<file path="config.mk">
export PLATFORM = sky130hd
export DESIGN_NAME = nand_unit
export DESIGN_NICKNAME = d
export VERILOG_FILES = /design/src/rtl/nand_pkg.sv /design/src/rtl/nand_bitwise_core.sv /design/src/rtl/nand_unit.sv
export SDC_FILE = /design/constraint.sdc
export NUM_CORES = 1
export LEC_CHECK = 0
export CAP_MARGIN = 20
export CORE_UTILIZATION = 42
export CTS_CLUSTER_DIAMETER = 80
export DETAILED_ROUTE_END_ITERATION = 16
export HOLD_SLACK_MARGIN = 0.08
export PLACE_DENSITY = 0.77
export SETUP_SLACK_MARGIN = 0.3
export SYNTH_ARGS = -nofsm -noshare
export SYNTH_HDL_FRONTEND = slang
export SYNTH_SLANG_ARGS = --single-unit
</file>
<file path="constraint.sdc">
create_clock -name clk -period 1.8 [get_ports clk]
set_clock_uncertainty 0.2 [all_clocks]
set_input_delay 0.36 -clock clk [delete_from_list [all_inputs] [get_ports clk]]
set_output_delay 0.36 -clock clk [all_outputs]
set_load 0.03 [all_outputs]
</file>
<file path="src/rtl/nand_pkg.sv">
// Shared defaults and flag bundle for the registered NAND unit and its core.
package nand_pkg;

  localparam int NAND_WIDTH_DEF = 4;
  localparam int NAND_CNT_W_DEF = 8;

  typedef struct packed {
    logic zero;
    logic ones;
  } nand_flags_t;

endpackage

</file>
<file path="src/rtl/nand_bitwise_core.sv">
// Combinational NAND core: bitwise ~(a & b) plus all-zero / all-one detection.
module nand_bitwise_core
  import nand_pkg::*;
#(
  parameter int WIDTH = NAND_WIDTH_DEF
) (
  input  logic [WIDTH-1:0] a,
  input  logic [WIDTH-1:0] b,
  output logic [WIDTH-1:0] result,
  output nand_flags_t      flags
);

  assign result     = ~(a & b);
  assign flags.zero = (result == '0);
  assign flags.ones = (result == '1);

endmodule

</file>
<file path="src/rtl/nand_unit.sv">
// Registered NAND leaf operator behind a valid/ready stream with flags and op counter.
// Define NAND_UNIT_PARITY_EN to add a registered XOR-reduction 'parity' output.
module nand_unit
  import nand_pkg::*;
#(
  parameter int WIDTH = NAND_WIDTH_DEF,
  parameter int CNT_W = NAND_CNT_W_DEF
) (
  input  logic             clk,
  input  logic             rst_n,
  input  logic [WIDTH-1:0] a,
  input  logic [WIDTH-1:0] b,
  input  logic             in_valid,
  output logic             in_ready,
  output logic [WIDTH-1:0] result,
  output logic             out_valid,
  input  logic             out_ready,
  output logic             zero_flag,
  output logic             ones_flag,
  output logic [CNT_W-1:0] op_count
`ifdef NAND_UNIT_PARITY_EN
  ,
  output logic             parity
`endif
);

  logic [WIDTH-1:0] next_result;
  nand_flags_t      next_flags;
  nand_flags_t      flags_q;
  logic             accept;

  nand_bitwise_core #(
    .WIDTH(WIDTH)
  ) u_core (
    .a      (a),
    .b      (b),
    .result (next_result),
    .flags  (next_flags)
  );

  // The slot frees up in the same cycle it drains, so accept and drain can overlap.
  assign in_ready = !out_valid || out_ready;
  assign accept   = in_valid && in_ready;

  always_ff @(posedge clk or negedge rst_n) begin
    if (!rst_n) begin
      result    <= '0;
      flags_q   <= '0;
      out_valid <= 1'b0;
      op_count  <= '0;
    end else if (accept) begin
      result    <= next_result;
      flags_q   <= next_flags;
      out_valid <= 1'b1;
      op_count  <= op_count + CNT_W'(1);
    end else if (out_ready) begin
      out_valid <= 1'b0;
    end
  end

  assign zero_flag = flags_q.zero;
  assign ones_flag = flags_q.ones;

`ifdef NAND_UNIT_PARITY_EN
  always_ff @(posedge clk or negedge rst_n) begin
    if (!rst_n) begin
      parity <= 1'b0;
    end else if (accept) begin
      parity <= ^next_result;
    end
  end
`endif

endmodule

</file>
## After elaboration in Yosys (flattened, before gate mapping)

Cells that the tools add are included.

| word-level totals | value |
|---|---|
| flip-flop bits (word level) | 15 |
| output and inout bits | 16 |

| operators by class | value |
|---|---|
| add/sub/neg operators | 1 |
| equality and inequality tests | 1 |
| muxes and demuxes | 2 |
| bitwise gates (word level) | 2 |
| reduce and logical (&&, ||, !) cells | 5 |

Operators by type and width:

| cell | number |
|---|---|
| adder 8 x 1 -> 8 bit (second input constant) | 1 |
| AND 4 bit | 1 |
| == test 4 bit (second input constant) | 1 |
| zero test 4 bit | 1 |
| inverter 4 bit | 1 |
| two-way mux 1 bit | 2 |
| nonzero test 2 bit | 1 |
| logical AND 1 bit | 1 |
| zero test 1 bit | 1 |
| logical OR 1 bit | 1 |

## Logic depth before layout (Yosys ltp)

| logic depth | value |
|---|---|
| word-level depth | 4 |
| depth in mapped cells | 4 |
| depth with buffers taken out | 4 |

## Hierarchy

From an unflattened synthesis, not the netlist that was laid out.

| unflattened totals | value |
|---|---|
| cells, all modules | 52 |
| area total of the unflattened synthesis | 740.7 um^2 |

Modules (own cells, without submodules):

| module | instances | cells each | area each (um^2) |
|---|---|---|---|
| nand_unit | 1 | 46 | 700.7 |
| nand_bitwise_core | 1 | 6 | 40.0 |

## Worst setup path after synthesis

Ideal clock, no wire load.

| timing | value |
|---|---|
| kind | register to register |
| from | reg out_valid |
| to | reg op_count[1] |
| library setup time | 125 ps |
| arrival time | 1160 ps |
| path slack | 315 ps |
| cell stages (with the launch flop) | 5 |
| clock period less this slack | 1485 ps |
| path through | dfrtp_1 nand2b_4 buf_12 nand2_8 mux2_4 |

| on the way | value |
|---|---|
| longest elaborated chain between the ends | 3 |

RTL lines:

| what | line | RTL |
|---|---|---|
| start, declared | nand_unit.sv:16 | `output logic out_valid,` |
| start signal, assigned | nand_unit.sv:49 | `out_valid <= 1'b0;` |
| start signal, assigned | nand_unit.sv:54 | `out_valid <= 1'b1;` |
| start signal, assigned | nand_unit.sv:57 | `out_valid <= 1'b0;` |
| zero test 1 bit | nand_unit.sv:42 | `assign in_ready = !out_valid \|\| out_ready;` |
| logical OR 1 bit | nand_unit.sv:42 |  |
| via in_ready | nand_unit.sv:14 | `output logic in_ready,` |
| logical AND 1 bit | nand_unit.sv:43 | `assign accept = in_valid && in_ready;` |
| end signal, assigned | nand_unit.sv:55 | `op_count <= op_count + CNT_W'(1);` |
| end, declared | nand_unit.sv:20 | `output logic [CNT_W-1:0] op_count` |

The timed path passes the listed nets, and every way through them passes these cells.
A chain may end at the register's enable or synchronous reset.

## Worst setup path in the final report

| timing | value |
|---|---|
| from | reg out_valid |
| to | out in_ready |

| on the way | value |
|---|---|
| longest elaborated chain between the ends | 2 |

RTL lines:

| what | line |
|---|---|
| zero test 1 bit | nand_unit.sv:42 |
| logical OR 1 bit | nand_unit.sv:42 |
| end, declared | nand_unit.sv:14 |

Every way passes these cells.

==> metrics list <==
* Number of max-capacitance violations reported: 0
* Internal: 0.000771 W
- Worst path setup slack after routing: 0.333 ns
- Most frequent standard cell in the layout excluding fill and tap cells: dfrtp_1
- Total nets after synthesis: 66
* Ratio of cells with drive above 1 in the final layout: 0.422
* Register share of total power: 0.382
- Summed over all nets, the half-perimeter wirelength after detailed placement is 1.05 mm.
- Horiz. Die Dim: 43.8 µm
* Largest vdd supply drop: 1.01 mV
* Final hold violation count: 0
* Routed Antenna Nets: 0
- The count of cells in the finished layout, fillers not included, comes to 106.
* Core box area: 1580 µm²
- The critical path in this run is classified as reg2out.
- The flow ran to the end, but the final reports show violations.
- Routability cong.: 0.700
- The number of buffers and inverters on the critical path is 1.
* Setup TNS: 0 ns
- Initial antenna violation count: 0
- Detailed routing inserted a total of 546 vias.
- Walking the worst path, the cells encountered are nand2b_4 > buf_6.
* Relative contribution of the clock network to total power: 0.153
- The initial utilization of the core area, before any placement, comes to 0.466.
- After global routing the overflow that remains totals 0.
* Critical-path top delay cell: dfrtp_1
- Data on the critical path arrives at its endpoint at 0.91 ns.
* DR pass1 iterations: 9
- Clock-pin slew was measured on the worst setup and hold paths at 0.09 ns.
* Count of pins over their slew limit: 0
* Net switching fraction of the power: 0.389
- Layout area overhead: 38.3%
* # H-tree levels: 1
- Placed Instances: 97
- After the first detailed-routing iteration, the DRC count stood at 1.
* Post-detailed-routing wire length: 1.38 mm
* Minimum clock period after layout: 1.47 ns
- Logic pwr share: 0.465
- Reg-to-reg critical path startpoint: out_valid$_DFFE_PN0P_
* Total Nets Final: 104
- OpenSTA, run right after detailed placement, puts the worst setup slack at 0.0572 ns.
* Violated checks: design-rule violations
* Count of buffers inserted at the top-level ports: 27
- Worst setup path endpoint: in_ready
- By area the synthesized netlist is led by dfrtp_1 (51%), mux2_4 (12%), xnor2_1 (7.2%).
- The die is 43.8 µm tall.
- Number of CTS-inserted buffers: 3
- Averaged over all synthesized cells, the footprint is 13.9 µm².
- Unrepaired setup endpoints after global routing: true
* Wire length of the first global-routing pass: 2.38 mm
* Sequential Area: 375 µm²
* Number of antenna repair diodes: 0
- Tracing the worst setup path back leads to its startpoint at out_valid$_DFFE_PN0P_.
* Maximum clock frequency: 0.682 GHz
- The worst pin sits at a relative slew slack of 0.857.
- The die covers 1920 µm².
- In the final layout, the multi-input gates occupy 325 µm².
- Setup violations remaining at the end of the flow were counted as 0.
- Clock tree from TritonCTS: done
- Std-Cell Rows: 14
* Proportion of netlist area held by the largest area contributor: 0.511
* Static power due to leakage: 0.497 nW
* Fraction of the yosys area taken by sequential cells: 0.511
- Startpoint kind of the worst setup timing path: register
- Filler instances: 132
- The worst setup path is captured at an output pin.
* Count of warnings emitted by yosys: 0
* Combined area of all synthesized cells: 734 µm²
- Buffers inserted to repair hold after CTS numbered 0.
* Top cell type by total area after synthesis: dfrtp_1
- On the worst path, the slowest cell contributes a delay of 0.42 ns.
- Across every metal layer, demand over resource in global routing totals 0.175.
- Dividing the detail-routed via count by the number of cells gives 5.15.
- The clock passes through at most 2 buffers.
- Highest-count cells in the layout ignoring fill and taps: dfrtp_1 (15), clkdlybuf4s50_1 (10), buf_2 (10), buf_4 (10)
* Cell count after synthesis: 53
- After detailed routing, the average wire length per cell comes to 13.1 µm.
* Clock net sink count: 15
- Critical path depth: 2
* Category of cells accounting for the largest share of critical-path delay: flip-flops
- Entering global routing, the biggest net connects 16 pins.
- Worst hold slack: 0.196 ns
- In this run, synthesis produced a sequential element count of 15.
* Vias in the first global route: 537
- Destination of the worst register-to-register timing path: result[1]$_DFFE_PN0P_
* Kind of path behind the tightest hold check: in2async
- 28 I/O pins were placed.
- Worst Reg2Reg Path Length in Cells: 4
- Power spent charging and discharging nets: 0.000490 W
- Unique cell type count in the Yosys netlist: 19
* Period Utilization, post-route: 0.815
- Across all register-to-register paths, the minimum setup slack is 0.43 ns.
- In this run the power density over the cells is 1240 nW/µm².
- At the pin with the least slew margin, the transition time is 0.212 ns.
* Root buffer cell: clkbuf_4
- For the worst-skew pair, the clock arrives at the later sink with an insertion delay of 0.28 ns.
- Critical path peak fanout: 2
* Critical path data required time: 1.24 ns
* DRC errors left: 1
-- registers in the layout, summed over array words and instances (netlist names) --
name / cells
out_valid: 1
op_count: 8
result: 4
ones_flag: 1
zero_flag: 1
-- logic make-up after synthesis --
kind of cell	synth area share
adder cells (fa/ha/maj)	0.0170
buffers and inverters	0.0460
AND/OR/NAND/NOR	0.198
AO/OA/AOI/OAI	0.0119
flip-flops	0.511
XOR/XNOR	0.0937
multiplexers	0.123
-- power by group through the flow --
stage / clock network, W / logic, W / registers [W]
2_1_floorplan: 0 / 0.000175 / 0.000660
3_3_place_gp: 0 / 0.000546 / 0.000512
3_5_place_dp: 0 / 0.000555 / 0.000516
4_1_cts: 0.000197 / 0.000521 / 0.000497
5_1_grt: 0.000217 / 0.000625 / 0.000494
6_report: 0.000193 / 0.000587 / 0.000482
-- synthesized netlist by cell type, drive strengths merged --
master    n
and4      2
buf       1
nand2     6
nand2b    1
xnor2     6
clkbuf    1
o2bb2ai   1
ha        1
mux2      6
nand3     3
and3      2
nand4     3
nor4      1
xor2      1
and2      2
dfrtp    15
or2b      1
-- final cells by class --
cell class,count,area share
Clock buffer,3,0.0222
Sequential cell,15,0.369
Tap cell,16,0.0197
Timing Repair Buffer,35,0.264
Multi-Input combinational cell,36,0.320
Clock inverter,1,0.00493
-- metrics by stage --
stage | util | power (W) | area (µm²)
final | 0.644 | 0.00126 | 1020
after global routing | 0.644 | 0.00134 | 1020
after CTS | 0.628 | 0.00121 | 990
after detailed placement | 0.641 | 0.00107 | 1010
after global placement | 0.641 | 0.00106 | 1010
after floorplan | - | 0.000836 | 734
-- worst min-delay path by stage --
stage / endpoint / start / cells after the start / slack [ns]
final: out_valid$_DFFE_PN0P_ / rst_n / 2 / 0.20
after global routing: out_valid$_DFFE_PN0P_ / rst_n / 2 / 0.21
after floorplan: ones_flag$_DFFE_PN0P_ / rst_n / 0 / -0.14
after detailed placement: op_count[7]$_DFFE_PN0P_ / op_count[7]$_DFFE_PN0P_ / 1 / 0.27
after CTS: out_valid$_DFFE_PN0P_ / rst_n / 2 / 0.21
after global placement: op_count[7]$_DFFE_PN0P_ / op_count[7]$_DFFE_PN0P_ / 1 / 0.26
-- timing repair --
item,in CTS,in global routing
pin swaps,0,0
endpoints found under the setup margin,16,7
resized for setup,76,7
cloned,0,0
setup buffers,2,3
-- per-layer routing --
layer  up-vias  part of all wire  global-route usage
li1        259                 -                   -
met4         0             0.022              0.0938
met3         4             0.075              0.0417
met1       257              0.43               0.220
met2        26              0.47               0.278
met5         -                 0                   0
(Power assumes the default switching activity.)
